`src/rtl/router_pkg.sv`:
```
// ============================================================================
// Module      : router_pkg
// Description : Shared byte type and address constants for the 1x3 router.
// Revision    : 1.0 - initial release
// ============================================================================
`default_nettype none

package router_pkg;

    localparam int DEFAULT_DATA_W = 8;

    // Destination 2'b11 has no output FIFO behind it.
    localparam logic [1:0] ADDR_INVALID = 2'b11;

    typedef logic [DEFAULT_DATA_W-1:0] byte_t;

endpackage : router_pkg

`default_nettype wire

```
`src/rtl/router_parity_chk.sv`:
```
// ============================================================================
// Module      : router_parity_chk
// Description : Running XOR parity, received parity capture and mismatch flag.
// Revision    : 1.0 - initial release
// ============================================================================
`default_nettype none

module router_parity_chk
    import router_pkg::*;
#(
    parameter int DATA_W = DEFAULT_DATA_W
) (
    input  logic              clock,
    input  logic              reset,
    input  logic              clear,
    input  logic              acc_en,
    input  logic [DATA_W-1:0] acc_byte,
    input  logic              cap_en,
    input  logic [DATA_W-1:0] cap_byte,
    input  logic              check,
    output logic              err
);

    logic [DATA_W-1:0] r_int_par;
    logic [DATA_W-1:0] r_pkt_par;
    logic              r_err;

    always_ff @(posedge clock) begin
        if (reset) begin
            r_int_par <= '0;
            r_pkt_par <= '0;
            r_err     <= 1'b0;
        end else begin
            if (clear) begin
                r_int_par <= '0;
                r_err     <= 1'b0;
            end else begin
                if (acc_en) begin
                    r_int_par <= r_int_par ^ acc_byte;
                end
                // Compared every cycle the parity byte is known to be out, so the
                // flag tracks the final accumulator once it settles.
                if (check) begin
                    r_err <= (r_int_par != r_pkt_par);
                end
            end
            if (cap_en) begin
                r_pkt_par <= cap_byte;
            end
        end
    end

    assign err = r_err;

endmodule : router_parity_chk

`default_nettype wire

```
`src/rtl/router_register.sv`:
```
// ============================================================================
// Module      : router_register
// Description : Router datapath stage: header latch, full-FIFO parking, parity.
// Revision    : 1.0 - initial release
// ============================================================================
`default_nettype none

module router_register
    import router_pkg::*;
#(
    parameter int DATA_W = DEFAULT_DATA_W
) (
    input  logic              clock,
    input  logic              reset,
    input  logic              pkt_valid,
    input  logic [DATA_W-1:0] data_in,
    input  logic              fifo_full,
    input  logic              detect_add,
    input  logic              lfd_state,
    input  logic              ld_state,
    input  logic              laf_state,
    input  logic              full_state,
    input  logic              rst_int_reg,
    output logic [DATA_W-1:0] dout,
    output logic              parity_done,
    output logic              low_packet_valid,
    output logic              err
);

    logic [DATA_W-1:0] r_header;
    logic [DATA_W-1:0] r_full;
    logic [DATA_W-1:0] r_dout;
    logic              r_parity_done;
    logic              r_low_pkt_valid;

    logic              w_hdr_load;
    logic              w_acc_en;
    logic [DATA_W-1:0] w_acc_byte;
    logic              w_par_byte;
    logic              w_pdone_set;

    assign w_hdr_load = detect_add & pkt_valid & (data_in[1:0] != ADDR_INVALID);
    assign w_acc_en   = lfd_state | (ld_state & pkt_valid & ~full_state);
    assign w_acc_byte = lfd_state ? r_header : data_in;
    // pkt_valid low while loading means data_in carries the parity byte.
    assign w_par_byte = ld_state & ~pkt_valid;
    assign w_pdone_set = (w_par_byte & ~fifo_full)
                       | (laf_state & r_low_pkt_valid & ~r_parity_done);

    always_ff @(posedge clock) begin
        if (reset) begin
            r_header <= '0;
        end else if (w_hdr_load) begin
            r_header <= data_in;
        end
    end

    always_ff @(posedge clock) begin
        if (reset) begin
            r_dout <= '0;
            r_full <= '0;
        end else begin
            if (lfd_state) begin
                r_dout <= r_header;
            end else if (ld_state && !fifo_full) begin
                r_dout <= data_in;
            end else if (laf_state) begin
                r_dout <= r_full;
            end
            // Park the byte the FIFO could not take; it is replayed in LOAD_AFTER_FULL.
            if (ld_state && fifo_full) begin
                r_full <= data_in;
            end
        end
    end

    always_ff @(posedge clock) begin
        if (reset) begin
            r_low_pkt_valid <= 1'b0;
            r_parity_done   <= 1'b0;
        end else begin
            if (w_par_byte) begin
                r_low_pkt_valid <= 1'b1;
            end else if (rst_int_reg) begin
                r_low_pkt_valid <= 1'b0;
            end

            if (detect_add) begin
                r_parity_done <= 1'b0;
            end else if (w_pdone_set) begin
                r_parity_done <= 1'b1;
            end
        end
    end

    router_parity_chk #(
        .DATA_W (DATA_W)
    ) u_parity_chk (
        .clock    (clock),
        .reset    (reset),
        .clear    (detect_add),
        .acc_en   (w_acc_en),
        .acc_byte (w_acc_byte),
        .cap_en   (w_par_byte),
        .cap_byte (data_in),
        .check    (r_parity_done),
        .err      (err)
    );

    assign dout             = r_dout;
    assign parity_done      = r_parity_done;
    assign low_packet_valid = r_low_pkt_valid;

endmodule : router_register

`default_nettype wire

```
`config.mk`:
```
export PLATFORM = sky130hd
export DESIGN_NAME = router_register
export DESIGN_NICKNAME = d
export VERILOG_FILES = /design/src/rtl/router_pkg.sv /design/src/rtl/router_parity_chk.sv /design/src/rtl/router_register.sv
export SDC_FILE = /design/constraint.sdc
export NUM_CORES = 1
export LEC_CHECK = 0
export BUFFER_PORTS_ARGS = -buffer_cell sky130_fd_sc_hd__clkbuf_2
export CAP_MARGIN = 40
export CORE_MARGIN = 8
export CORE_UTILIZATION = 35
export CTS_CLUSTER_SIZE = 10
export DETAILED_ROUTE_END_ITERATION = 8
export SLEW_MARGIN = 10
export SYNTH_ARGS = -nofsm -noshare
export SYNTH_HDL_FRONTEND = slang
export SYNTH_HIERARCHICAL = 1
export SYNTH_SLANG_ARGS = --single-unit
```
`constraint.sdc`:
```
create_clock -name clock -period 1.35 [get_ports clock]
set_clock_uncertainty 0.1 [all_clocks]
set_input_delay 0.135 -clock clock [delete_from_list [all_inputs] [get_ports clock]]
set_output_delay 0.135 -clock clock [all_outputs]
set_load 0.05 [all_outputs]
```
==> results of run 1 <==
## placed cells by master, fill, tap and decap left out, types with 9 or more instances in the layout
master and n:
dfxtp_1 43, clkbuf_2 28, nand2_1 19, nor2_1 18, a21oi_1 17, nor3_1 17, nand2b_1 10, nand3_1 9
## sequential cells by signal (all words and copies together), names as in the netlist
signal	cells
dout	8
r_full	8
r_header	8
u_parity_chk/r_int_par	8
u_parity_chk/r_pkt_par	8
low_packet_valid	1
parity_done	1
u_parity_chk/err	1
## kinds of logic after synthesis
logic type	synth area share, %
AO/OA/AOI/OAI	10.49
multiplexers	8.490
flip-flops	42.95
buffers and inverters	5.680
XOR/XNOR	6.992
AND/OR/NAND/NOR	25.41
## final timing paths
check                             from  cells after the start  slack [ns]          endpoint
max                        parity_done                      1        0.14       parity_done
min                         detect_add                      2        0.01       parity_done
max reg2reg  u_parity_chk/r_int_par[6]                      3        0.22  u_parity_chk/err
min reg2reg                  r_full[3]                      2        0.36         r_full[3]
## report_power, final
part | internal, mW | switching (mW)
registers | 1.33 | 0.0358
clock network | 0.363 | 0.421
logic | 0.159 | 0.265
total | 1.85 | 0.721
## area by class of cell
class | count | area [um2] | share of cell area (%)
clock buffer | 7 | 76.32 | 3.363
clock inverter | 1 | 5.005 | 0.2205
inverter | 2 | 7.507 | 0.3308
multi-input combinational | 165 | 1030 | 45.37
sequential | 43 | 860.8 | 37.93
tap | 72 | 90.09 | 3.969
timing repair buffer | 36 | 200.2 | 8.820
## metal layers
layer  vias up  track usage [%]  share of wire (%)
li1        838                -                  -
met1       722            14.58                 51
met2        24            17.41                 44
met3         4            3.178                4.4
met4         0            3.683               0.91
met5         -                0                  0
## through the flow
step	worst slack (ns)	cells	hold WS, ns
final	0.1373	326	0.01239
after global routing	0.09069	326	0.01106
after CTS	0.1231	326	0.003118
after detailed placement	0.06660	318	0.3186
after global placement	0.07687	318	0.3127
after floorplan	0.04620	229	0.1143
==> impl_metrics.py, run 1 <==
metrics = {
    "final_layout": {
        "drive_above_1_share_pct": 20.87,
        "n_antenna_cell": 0,
        "area.growth.synth_to_final_pct": 13.23,
        "final_nets": 271,
        "fillers": 580,
        "final_util_pct": 41.22,
        "final_area_mm2": 0.002270,
    },
    "drt": {
        "vias_per_cell": 4.871,
        "drc_errors": 0,
        "drt_iter0_drc": 64,
        "wire_per_inst_um": 13.52,
        "wirelength_mm": 4.406,
        "ant_nets": 0,
        "firstDrtPassIters": 4,
        "num_vias": 1588,
    },
    "clock_network": {
        "post_cts.repair.setup_buffers": 0,
        "cts_tree": "yes",
        "root_buffer": "clkbuf_8",
        "clock_latency_ns": 0.29,
        "htree_levels": 2,
        "clock_path_buffers": 2,
        "cts-resized-gates": 0,
        "hold_buffers": 0,
        "cts.sinks": 43,
        "cts_buffers": 5,
        "clkTransAtPathRegs_ns": 0.08,
    },
    "power": {
        "power.total_mw": 2.572,
        "power.density_mw_per_mm2": 1133,
        "power_leakage_nw": 0.8842,
        "vdd_drop_max_mv": 0.5547,
    },
    "run": {
        "drv_cap": 0,
    },
    "critical_path": {
        "slowest_delay_ns": 0.39,
        "crit_type": "flip-flop to output pin",
        "path_buf_inv": 1,
        "worst_ep_required_time_ns": 1.12,
        "cp_max_fo": 4,
        "crit_chain": "clkbuf_2",
        "cp.arrival_ns": 0.98,
        "path_delay_family": "flip-flops",
        "worstSetupStartpointType": "flip-flop",
        "crit_slowest_cell": "dfxtp_1",
        "crit_path_end_kind": "output pin",
    },
    "yosys": {
        "synth-seq-area-share_pct": 42.95,
        "synth-edff-count": 0,
        "yosys-top-cells-count": "dfxtp_1, nand2_1, nor2_1",
        "ys_types": 30,
        "synth_warnings": 6,
        "synth_ff_type": "dfxtp_1",
        "async_reset_ff_share_pct": 0,
        "synth_cells": 229,
        "yosysMostFrequentCell": "dfxtp_1",
        "ys_ff_latch": 43,
        "synthDominantCellAreaShare_pct": 42.95,
        "synth_nets": 247,
        "avgSynthCellArea_um2": 8.753,
        "yosysTopAreaCell": "dfxtp_1",
        "synth_area_mm2": 0.002004,
        "synth_area_leaders": "dfxtp_1, mux2_2, a21oi_1, nor3_1, mux2i_1",
    },
    "timing": {
        "maxSlewViolCount": 0,
        "final.setup.tns_ns": 0,
        "min_period_ns": 1.213,
        "setup_viol": 0,
        "fin_crit_sh_pct": 89.83,
        "rsz0062_at_grt": "false",
        "hold_viol": 0,
        "tightest_slew_ns": 0.4115,
        "fmax_mhz": 824.6,
        "slew_headroom_pct": 72.57,
    },
    "placement": {
        "routabilityCongestion": 0.7343,
        "dpl.hpwl_mm": 3.205,
        "postPlaceCellArea_mm2": 0.002188,
        "numPortBuffers": 28,
    },
    "global_route": {
        "grt_max_degree": 31,
        "antenna_found_initial": 0,
        "grt_pass1_wl_mm": 7.824,
        "grt_usage_pct": 11.22,
        "grt_overflow_total": 0,
        "grt_pass1_vias": 1602,
    },
    "floorplan": {
        "std_cell_rows": 27,
        "die_y_um": 91.68,
        "start_util_pct": 36.40,
        "die_area_mm2": 0.008404,
        "coreArea_mm2": 0.005507,
        "die_w_um": 91.68,
        "io_pins": 29,
    },
    "outcome": {
        "status": "finished clean",
    },
    "min_path": {
        "hold_class": "input port to flip-flop",
    },
}
Note: power is estimated with default switching activity, not from simulation.
==> run 2: changes to the inputs <==
Settings changed: CORE_UTILIZATION 35 to 50, PLACE_DENSITY from default to 0.74.
==> run 2 against run 1 <==
Against the previous run:
- first-iteration DRC count decreased by 30%
- sequential share of layout area about the same
- die area decreased by 25%
- final area increased by 0.11%
- register-to-register slack got worse by 0.02 ns
- flip-flop and latch count unchanged
- combinational power increased by 2%
- via count decreased by 0.57%
- total power decreased by 0.19%
- sequential power about the same
- critical path depth unchanged
==> impl_metrics.py, run 2 (synthesis gave the netlist of run 1 again) <==
metrics = {
    "outcome": {
        "status": "finished clean",
    },
    "power": {
        "power_leakage_nw": 0.8972,
        "power_frac_clock_pct": 30.0,
        "vdd_drop_max_mv": 0.6117,
        "power_frac_comb_pct": 16.9,
        "intPower_mw": 1.857,
        "power.density_mw_per_mm2": 1130,
        "switching_share_pct": 27.65,
        "p_seq_share_pct": 53.1,
        "p_sw_mw": 0.7098,
    },
    "timing": {
        "fmax_mhz": 809.7,
        "rsz0062_at_grt": "false",
        "hold_ws_ns": 0.01603,
        "min_period_ns": 1.235,
        "fin_crit_sh_pct": 91.48,
        "setup_viol": 0,
        "maxSlewViolCount": 0,
        "slew_headroom_pct": 65.78,
        "hold_viol": 0,
        "tightest_slew_ns": 0.5123,
    },
    "drt": {
        "wl_met1_mm": 1.987,
        "vias_per_cell": 5.160,
        "drc_errors": 0,
        "top_layer": "met4",
        "firstDrtPassIters": 4,
        "num_vias": 1579,
        "met2_length_mm": 1.997,
        "wl_met3_um": 178,
        "wirelength_mm": 4.211,
        "wire_per_inst_um": 13.76,
        "ant_nets": 0,
        "drt_iter0_drc": 45,
    },
    "placement": {
        "numPortBuffers": 28,
        "routabilityCongestion": 0.7683,
        "post-place-cells": 297,
        "postPlaceCellArea_mm2": 0.002181,
        "dpl.hpwl_mm": 3.212,
    },
    "clock_network": {
        "root_buffer": "clkbuf_8",
        "clock_latency_ns": 0.29,
        "cts-resized-gates": 0,
        "clkTransAtPathRegs_ns": 0.07,
        "cts_buffers": 5,
        "clock_path_buffers": 2,
        "cts.sinks": 43,
        "cts_tree": "yes",
        "post_cts.repair.setup_buffers": 0,
        "htree_levels": 2,
    },
    "floorplan": {
        "die_w_um": 79.32,
        "die_area_mm2": 0.006291,
        "coreArea_mm2": 0.003943,
        "io_pins": 29,
        "start_util_pct": 50.84,
        "std_cell_rows": 23,
        "die_y_um": 79.32,
    },
    "critical_path": {
        "slowest_delay_ns": 0.40,
        "cp.arrival_ns": 1.00,
        "path_delay_family": "flip-flops",
        "path_buf_inv": 1,
        "worst_ep_required_time_ns": 1.12,
        "cp_max_fo": 4,
        "crit_type": "flip-flop to output pin",
        "crit_chain": "clkbuf_2",
        "worstSetupStartpointType": "flip-flop",
        "crit_path_end_kind": "output pin",
        "crit_slowest_cell": "dfxtp_1",
    },
    "global_route": {
        "grt_pass1_vias": 1628,
        "grt_pass1_wl_mm": 7.417,
        "grt_usage_pct": 14.52,
        "antenna_found_initial": 0,
        "grt_overflow_total": 0,
        "grt_max_degree": 20,
    },
    "run": {
        "drv_cap": 0,
    },
    "final_layout": {
        "fin_cells": 306,
        "drive_above_1_share_pct": 21.09,
        "n_antenna_cell": 0,
        "area.growth.synth_to_final_pct": 13.36,
        "layout_commonest_cell": "dfxtp_1",
        "final_nets": 273,
        "layout_common_cells": "dfxtp_1, clkbuf_2, nand2_1",
        "final_area_mm2": 0.002272,
    },
    "min_path": {
        "hold_class": "input port to flip-flop",
    },
}
run 2: cell types whose count changed in the layout (fill, tap and decap cells not counted):
| cell | delta |
|---|---|
| buf_12 | +1 |
| dlygate4sd3_1 | +1 |
run 2: routing by layer:
metal  track usage (%)  up-vias
li1                  -      841
met1             17.28      707
met2             24.49       26
met3             3.612        5
met4             5.556        0
met5                 0        -
run 2: per-stage QoR:
step | power [mW] | setup TNS (ns) | utilization, % | setup slack [ns]
detailed placement | 1.823 | -0.01361 | 55.32 | -0.01361
CTS | 2.591 | 0 | 57.63 | 0.1024
global placement | 1.814 | 0 | 55.32 | 0.03409
global route | 2.692 | 0 | 57.63 | 0.07955
floorplan | 1.704 | 0 | - | 0.04620
finish | 2.567 | 0 | 57.63 | 0.1150
run 2: cell type report:
cell class	instances	area, um2
clock inverters	1	5.005
multi-input cells	165	1030
clock buffers	7	76.32
flip-flops and latches	43	860.8
inverters	2	7.507
repair buffers	38	230.2
well taps	50	62.56
fillers	373	1670
run 2: power by group through the flow:
stage	Combinational, mW	Sequential [mW]	Clock [mW]
floorplan	0.248	1.46	0
global placement	0.423	1.39	0
detailed placement	0.429	1.39	0
CTS	0.434	1.36	0.793
global route	0.476	1.37	0.844
finish	0.433	1.36	0.770
run 2: repair_timing:
item                       CTS  global route
setup endpoints to repair    0             0
hold buffers                 1             0
hold endpoints to repair     1             0
run 2: final timing paths:
path	start	slack [ns]	to	depth (start not counted)
worst max-delay path	parity_done	0.12	parity_done	1
worst min-delay path	rst_int_reg	0.02	low_packet_valid	4
worst max register to register	u_parity_chk/r_int_par[0]	0.20	u_parity_chk/err	3
worst min register to register	r_full[0]	0.36	r_full[0]	2
